$ cat config.mk
export PLATFORM = sky130hd
export DESIGN_NAME = fifo_drain_tx
export DESIGN_NICKNAME = d
export VERILOG_FILES = /design/src/rtl/fifo_drain_tx.sv
export SDC_FILE = /design/constraint.sdc
export NUM_CORES = 1
export LEC_CHECK = 0
export ABC_AREA = 1
export CORE_MARGIN = 5
export CORE_UTILIZATION = 47
export CTS_CLUSTER_SIZE = 40
export DETAILED_ROUTE_END_ITERATION = 10
export PLACE_DENSITY = 0.77
export SYNTH_ARGS = -nofsm -noshare
export SYNTH_HDL_FRONTEND = slang
export SYNTH_SLANG_ARGS = --single-unit
$ cat constraint.sdc
create_clock -name clk -period 2.85 [get_ports clk]
set_input_delay 0.4275 -clock clk [delete_from_list [all_inputs] [get_ports clk]]
set_output_delay 0.4275 -clock clk [all_outputs]
set_load 0.01 [all_outputs]
$ cat src/rtl/fifo_drain_tx.sv
// Drains the ADC capture FIFO onto an 8-bit valid/ready byte stream:
// a sync byte, then each FIFO word MSB byte first, then a one-cycle done pulse.
module fifo_drain_tx #(
  parameter int         DATA_W    = 16,
  parameter logic [7:0] SYNC_BYTE = 8'hA5,
  parameter int         CNT_W     = 16
) (
  input  logic              clk,
  input  logic              rstn,
  input  logic              start,
  input  logic              fifo_empty,
  input  logic [DATA_W-1:0] fifo_dout,
  output logic              fifo_rd_en,
  output logic [7:0]        tx_data,
  output logic              tx_valid,
  input  logic              tx_ready,
  output logic              busy,
  output logic              drain_done,
  output logic [CNT_W-1:0]  word_count,
  output logic [2:0]        state
);

  localparam int BYTES = DATA_W / 8;
  localparam int BCW   = $clog2(BYTES + 1);

  typedef enum logic [2:0] {
    S_IDLE  = 3'd0,
    S_HDR   = 3'd1,
    S_FETCH = 3'd2,
    S_LOAD  = 3'd3,
    S_SEND  = 3'd4,
    S_DONE  = 3'd5
  } state_e;

  state_e            state_q, state_d;
  logic [DATA_W-1:0] shreg_q, shreg_d;
  logic [BCW-1:0]    bytes_q, bytes_d;
  logic [CNT_W-1:0]  cnt_q, cnt_d;

  always_ff @(posedge clk or negedge rstn) begin
    if (!rstn) begin
      state_q <= S_IDLE;
      shreg_q <= '0;
      bytes_q <= '0;
      cnt_q   <= '0;
    end else begin
      state_q <= state_d;
      shreg_q <= shreg_d;
      bytes_q <= bytes_d;
      cnt_q   <= cnt_d;
    end
  end

  always_comb begin
    state_d = state_q;
    shreg_d = shreg_q;
    bytes_d = bytes_q;
    cnt_d   = cnt_q;
    case (state_q)
      S_IDLE: if (start) begin
        state_d = S_HDR;
        cnt_d   = '0;
      end
      S_HDR:   if (tx_ready) state_d = S_FETCH;
      // fifo_empty is only looked at here, so a word landing mid-SEND waits for the next FETCH
      S_FETCH: state_d = fifo_empty ? S_DONE : S_LOAD;
      S_LOAD: begin
        shreg_d = fifo_dout;
        bytes_d = BCW'(BYTES);
        state_d = S_SEND;
      end
      S_SEND: if (tx_ready) begin
        shreg_d = shreg_q << 8;
        bytes_d = bytes_q - 1'b1;
        if (bytes_q == BCW'(1)) begin
          state_d = S_FETCH;
          if (cnt_q != '1) cnt_d = cnt_q + 1'b1;
        end
      end
      S_DONE:  state_d = S_IDLE;
      default: state_d = S_IDLE;
    endcase
  end

  always_comb begin
    tx_valid = 1'b0;
    tx_data  = 8'h00;
    case (state_q)
      S_HDR: begin
        tx_valid = 1'b1;
        tx_data  = SYNC_BYTE;
      end
      S_SEND: begin
        tx_valid = 1'b1;
        tx_data  = shreg_q[DATA_W-1 -: 8];
      end
      default: ;
    endcase
  end

  assign fifo_rd_en = (state_q == S_FETCH) && !fifo_empty;
  assign busy       = (state_q != S_IDLE);
  assign drain_done = (state_q == S_DONE);
  assign word_count = cnt_q;
  assign state      = state_q;

endmodule

; ---- After elaboration in Yosys (flattened, before gate mapping)
; Cells that the tools add are included.
[totals]
elab_cells = 45
in_bits = 21
register_bits = 37
out_inout_bits = 31
[classes]
muxes = 17
eq_ne = 12
add_sub_neg = 2
n_reduce_logical = 10
[op_table]
columns = cell, n
row1 = $mux 16, 5
row2 = $pmux 16 s2, 2
row3 = $add 16x1->16 const B, 1
row4 = $ne 16x16->1 const B, 1
row5 = $pmux 8 s2, 1
row6 = $mux 3, 5
row7 = $pmux 3 s5, 1
row8 = $ne 2x2->1 const B, 5
row9 = $eq 3x2->1 const B, 2
row10 = $eq 3x3->1 const B, 2
row11 = $reduce_and 5->1, 1
row12 = $pmux 2 s2, 1
row13 = $reduce_and 4->1, 1
row14 = $reduce_bool 2->1, 2
row15 = $eq 3x1->1 const B, 1
row16 = $logic_not 3->1, 1
row17 = $reduce_bool 3->1, 1
row18 = $eq 2x1->1 const B, 1
row19 = $mux 2, 1
row20 = $reduce_and 2->1, 1
row21 = $reduce_or 2->1, 1
row22 = $sub 2x1->2 const B, 1
row23 = $logic_and 1x1->1, 1
row24 = $logic_not 1->1, 1
row25 = $mux 1, 1

; ---- Logic depth before layout (Yosys ltp)
; Gate-level depths: netlist (run 1).
[depth]
ltp_word = 5
ltp_mapped = 10

; ---- Worst setup path before layout (run 1)
; No wires, ideal clock.
[synth_timing]
path_kind = reg-to-output
from = reg state_q[1] (netlist: state[1])
to = out tx_data[0]
t_required_ns = 2.423
path_buffers = 1
path_slack_ns = 1.147
arrival_ns = 1.276
path_stages_with_launch = 7
cell_sequence = dfrtp_1 inv_2 nand2_2 nor2_8 inv_1 buf_2 o21ai_0
[synth_between]
elab_chain_cells = 2
[synth_lines]
columns = item, line_no
row1 = start: declaration, 35  ; state_e state_q, state_d;
row2 = start signal: assignment, 47  ; state_q <= state_d;
row3 = $eq 3x3->1 or $eq 3x1->1 (tied branches), 88  ; case (state_q)
row4 = $pmux 8 s2 *, 88
row5 = end: declaration, 14  ; output logic [7:0] tx_data,
; Every way passes the cells marked *; elsewhere a longest branch is shown, timed or not.

; ---- Final worst setup path (run 1)
[layout_timing]
from = reg state_q[2] (netlist: state[2])
to = out tx_data[5]
; The elaborated chain is that of the path after synthesis.

==> impl_metrics.tcl, run 1 <==
set metrics [dict create \
    crit_fanout 11 \
    final.min_clock_period_ns 2.49 \
    dp_hpwl_um 3650 \
    grt_pass1_wl_um 9180 \
    syn-cell-area_mm2 0.00218 \
    wirelength_um 5010 \
    p_leak_nw 1.20 \
    synth.avg_cell_area_um2 7.72 \
    initial_core_util_pct 49.3 \
    yosysSeqAreaShare_pct 42.5 \
    clkTransAtPathRegs_ns 0.08 \
    antenna_found_initial 0 \
    numPortBuffers 51 \
    peakVddDrop_uv 605 \
    dr_total_vias 2033 \
    finalWorstSetupSlack_ns 0.359 \
    drt_iter0_drc 153 \
    start_kind "flip-flop" \
    num_io_pins 52 \
    clk_path_buf_depth 2 \
    wl_per_cell_um 13.0 \
    drc 0 \
    final-hold-violation-count 0 \
    synth_warnings 0 \
    hold_class "in2async" \
    clock-sinks 37 \
    coreArea_mm2 0.00441 \
    nets 356 \
    viasPerCell 5.27 \
    max_cap_viol_count 0 \
    reg2reg_slack_ns 0.93 \
    pre_cts_ws_ns 0.557 \
    cts_buffers 5 \
    clock-skew-final_ns 0.00526 \
    antenna_cells 0 \
    layout.cells.most_common "nand2_1" \
    synth.distinct_cells 27 \
    powerDensity_mw_per_mm2 786 \
    overflow 0 \
    drv_slew 0 \
    cts_resized 0 \
    crit_required_ns 2.42 \
    totalNegativeSetupSlack_ns 0 \
    place.gp.congestion 0.848 \
    cp.arrival_ns 2.06 \
    htreeDepth 2 \
    final_cell_mix "62 x nand2_1, 50 x clkdlybuf4s50_1, 37 x dfrtp_1, 34 x nand3_1, 32 x inv_1" \
    cts_tree "yes" \
    clock_latency_ns 0.29 \
    syn_to_final_growth_pct 30.0 \
    power_w 0.00223 \
    ys_seq_elements 37 \
    cp-end-kind "primary output" \
    ant_nets 0 \
    track_usage_pct 18.1 \
    dieWidth_um 78.1 \
    worst_pin_slew_ns 0.823 \
    grt_pass1_vias 1982 \
    drive_gt1_share_pct 13.5 \
    postCtsSetupBuffers 0 \
    outcome "finished, final reports clean" \
    synthesis.nets 305 \
    setup_violations 0 \
    fp.dieH_um 78.1 \
    root_buffer "clkbuf_8" \
    relSlewSlack_pct 45.1 \
    dieArea_mm2 0.00610 \
    fin_crit_sh_pct 87.4 \
    rows 24 \
    max_freq_ghz 0.402 \
    rsz0062_at_grt "false" \
    path_class "reg2out" \
    netlist_instances 282 \
    grt_max_degree 38 \
    cts_hold_buf 0 \
    drt-pass1-iter-count 4 \
]
-- stage by stage --
stage | hold WS, ns | instance area, um^2 | util [%] | std cells
after detailed placement | 0.495 | 2700 | 61.1 | 378
after CTS | 0.246 | 2830 | 64.2 | 386
after global placement | 0.483 | 2700 | 61.1 | 378
final | 0.223 | 2830 | 64.2 | 386
after floorplan | 0.132 | 2180 | - | 282
after global routing | 0.291 | 2830 | 64.2 | 386
-- power by group --
| group | switching, W | internal, W |
|---|---|---|
| combinational | 0.000555 | 0.000362 |
| sequential | 0.0000850 | 0.000665 |
| clock | 0.000207 | 0.000352 |
-- critical path: stages, from the launching register on --
cell and delay, ns:
dfrtp_1 0.53, inv_2 0.16, nor2_8 0.13, inv_1 0.17, o21ai_0 0.21, clkdlybuf4s50_1 0.57
-- state kept, by name, summed over array words and instances (netlist names) --
name / count
word_count: 16
shreg_q: 16
bytes_q: 2
state: 3
-- final cells by class --
class / count / area [um^2]
Inverter: 36 / 135
Clock buffer: 5 / 68.8
Sequential cell: 37 / 926
Clock inverter: 3 / 68.8
Tap cell: 52 / 65.1
Fill cell: 413 / 1580
Timing Repair Buffer: 53 / 520
Multi-Input combinational cell: 200 / 1050
-- synthesized netlist by cell type --
master	number	share of area, %
o21ai_0	23	5.3
inv_1	32	5.5
nor2_2	3	0.86
nand2_4	1	0.52
buf_4	1	0.34
inv_2	4	0.69
o21bai_1	1	0.34
nand2_1	62	11
or2_2	3	0.86
nor2_1	21	3.6
buf_2	4	0.92
buf_6	2	1.0
nor3_1	2	0.46
nor2_8	1	0.92
nand4_1	6	1.7
xor2_1	2	0.80
o211ai_1	9	3.1
buf_8	1	0.69
o21ai_2	8	3.2
nand2_2	10	2.9
nor2_4	4	2.1
nand3_1	34	7.8
a21oi_1	1	0.23
dfrtp_1	37	43
clkbuf_1	1	0.17
o21ai_1	7	1.6
ha_1	2	1.1
-- worst paths after layout --
| check | end | start | cells past startpoint |
|---|---|---|---|
| worst min register to register | bytes_q[0]$_DFFE_PN0P_ | bytes_q[0]$_DFFE_PN0P_ | 1 |
| worst max register to register | shreg_q[8]$_DFFE_PN0P_ | state[2]$_DFFE_PN0P_ | 7 |
| max in group asynchronous | word_count[15]$_DFFE_PN0P_ | rstn | 1 |
| worst max-delay path | tx_data[5] | state[2]$_DFFE_PN0P_ | 5 |
| worst min-delay path | word_count[3]$_DFFE_PN0P_ | rstn | 1 |
| min in group clk | bytes_q[0]$_DFFE_PN0P_ | bytes_q[0]$_DFFE_PN0P_ | 1 |
-- kinds of logic after synthesis --
group | count (synthesis) | share of synthesized area [%]
AOI/OAI and AO/OA | 49 | 13.8
and+or+nand+nor | 147 | 32.4
DFF | 37 | 42.5
buffers and inverters | 45 | 9.36
adders and majority gates | 2 | 1.15
xor gates and xnor gates | 2 | 0.804
-- per-layer routing --
layer / wire, um / up-vias / track usage (%)
li1: - / 1022 / -
met4: 88 / 0 / 5.41
met5: 0 / - / 0
met1: 2200 / 935 / 24.1
met3: 380 / 9 / 5.49
met2: 2350 / 67 / 28.6
Power figures use the tool's default switching activity.
==> inputs of run 2 (changes only) <==
- CTS_CLUSTER_SIZE: 40 -> unset
- clock period: 2.85 -> 2.4 ns (I/O delays scaled with it)
==> run 2 against run 1 <==
Net effect:
- worst setup slack got worse by 0.20 ns
- routed wire length rose by 0.48%
- combinational power rose by 23%
- sequential cell count did not move
- highest routed layer unchanged
- final area barely moved
==> impl_metrics.tcl, run 2 (same netlist as run 1, synthesis figures left out) <==
set metrics [dict create \
    clk_path_buf_depth 2 \
    powerDensity_mw_per_mm2 858 \
    rows 24 \
    nets 360 \
    clock-skew-final_ns 0.00694 \
    setup_violations 0 \
    grt_max_degree 38 \
    placed_cells 379 \
    drive_gt1_share_pct 14.5 \
    cp.arrival_ns 1.88 \
    relSlewSlack_pct 44.9 \
    final_cell_mix "62 x nand2_1, 42 x clkdlybuf4s50_1, 36 x dfrtp_1, 34 x nand3_1, 31 x inv_1" \
    peakVddDrop_uv 595 \
    hold_class "in2async" \
    max_cap_viol_count 0 \
    antenna_found_initial 0 \
    worst_pin_slew_ns 0.826 \
    grt_pass1_vias 2030 \
    cts_tree "yes" \
    clock_latency_ns 0.29 \
    max_freq_ghz 0.447 \
    place.gp.congestion 0.823 \
    rsz0062_at_grt "false" \
    utilization_pct 64.2 \
    clock-sinks 37 \
    drc 0 \
    htreeDepth 2 \
    clkTransAtPathRegs_ns 0.08 \
    wirelength_um 5040 \
    fin_crit_sh_pct 93.2 \
    drv_slew 0 \
    grt_pass1_wl_um 9180 \
    track_usage_pct 18.2 \
    final.min_clock_period_ns 2.24 \
    viasPerCell 5.12 \
    p_leak_nw 1.30 \
    numPortBuffers 51 \
    outcome "finished, final reports clean" \
    fin_cells 390 \
    start_kind "flip-flop" \
    fillers 394 \
    overflow 0 \
    wl_per_cell_um 12.9 \
    crit_fanout 8 \
    fp.dieH_um 78.1 \
    crit_required_ns 2.04 \
    root_buffer "clkbuf_8" \
    path_class "reg2out" \
    initial_core_util_pct 49.3 \
    cp-end-kind "primary output" \
    ant_nets 0 \
    cts_hold_buf 0 \
    syn_to_final_growth_pct 30.1 \
    final-hold-violation-count 0 \
    dr_total_vias 1997 \
    coreArea_mm2 0.00441 \
    drt_iter0_drc 117 \
    dp_hpwl_um 3630 \
    drt-pass1-iter-count 4 \
    layout.cells.most_common "nand2_1" \
    num_io_pins 52 \
    antenna_cells 0 \
    reg2reg_slack_ns 0.49 \
    totalNegativeSetupSlack_ns 0 \
    cts_buffers 5 \
    dieArea_mm2 0.00610 \
    dieWidth_um 78.1 \
]
-- run 2: changes by cell type in the layout (fill, tap and decap cells not counted), sizes merged --
| cell | change |
|---|---|
| dlymetal6s2s | +8 |
| clkinvlp | +2 |
| inv | -2 |
| clkbuf | +2 |
| buf | +4 |
| clkdlybuf4s50 | -8 |
| bufinv | -2 |
-- run 2: path summary, 6_finish.rpt --
check | startpoint | depth (start not counted) | end
setup reg to reg | state[1]$_DFFE_PN0P_ | 8 | shreg_q[9]$_DFFE_PN0P_
hold / removal | rstn | 1 | word_count[7]$_DFFE_PN0P_
max in group asynchronous | rstn | 1 | state[0]$_DFFE_PN0P_
hold reg to reg | bytes_q[0]$_DFFE_PN0P_ | 1 | bytes_q[0]$_DFFE_PN0P_
setup / recovery | state[1]$_DFFE_PN0P_ | 6 | tx_data[1]
min in group clk | bytes_q[0]$_DFFE_PN0P_ | 1 | bytes_q[0]$_DFFE_PN0P_
-- run 2: worst max-delay path, stage by stage, from the launching register on --
cell and delay (ns):
dfrtp_1 0.42, inv_2 0.12, nand2_2 0.11, nor2_8 0.11, clkinvlp_4 0.16, nor2_1 0.12
clkdlybuf4s50_1 0.54
-- run 2: timing repair --
item                       in CTS  in global routing
setup endpoints to repair       0                  6
buffers inserted                0                  3
gates resized for setup         0                 12
-- run 2: cell type report --
cell class	instances	area, um^2	area share [%]
flip-flops and latches	37	927	32.7
clock inverters	1	7.51	0.265
well taps	52	65.1	2.30
clock buffers	7	76.3	2.69
repair buffers	57	571	20.1
inverters	36	139	4.90
multi-input cells	200	1050	37.0
-- run 2: report_power, final --
part / total [W] / switching, W / internal [W]
logic: 0.00113 / 0.000687 / 0.000441
registers: 0.000877 / 0.0000854 / 0.000792
clock network: 0.000427 / 0.000221 / 0.000206
-- run 2: per-layer routing --
metal | vias up | part of all wire (%) | global-route usage (%)
li1 | 1032 | - | -
met1 | 896 | 44 | 23.8
met2 | 67 | 48 | 29.6
met3 | 2 | 7.7 | 5.49
met4 | 0 | 0.38 | 4.22
met5 | - | 0 | 0
-- run 2: per-stage QoR --
| step | power, W | hold WS, ns | setup WS (ns) | area (um^2) |
|---|---|---|---|---|
| after floorplan | 0.00164 | 0.0644 | 0.764 | 2180 |
| after global placement | 0.00199 | 0.491 | 0.246 | 2700 |
| after detailed placement | 0.00201 | 0.496 | 0.223 | 2700 |
| after CTS | 0.00245 | 0.198 | 0.00182 | 2790 |
| after global routing | 0.00265 | 0.241 | 0.0333 | 2830 |
| final | 0.00243 | 0.165 | 0.162 | 2830 |
==> inputs of run 3 (changes only) <==
- CTS_CLUSTER_DIAMETER: unset -> 40
==> results of run 3 <==
The final DEF is identical to that of run 2; final timing and power are the same.
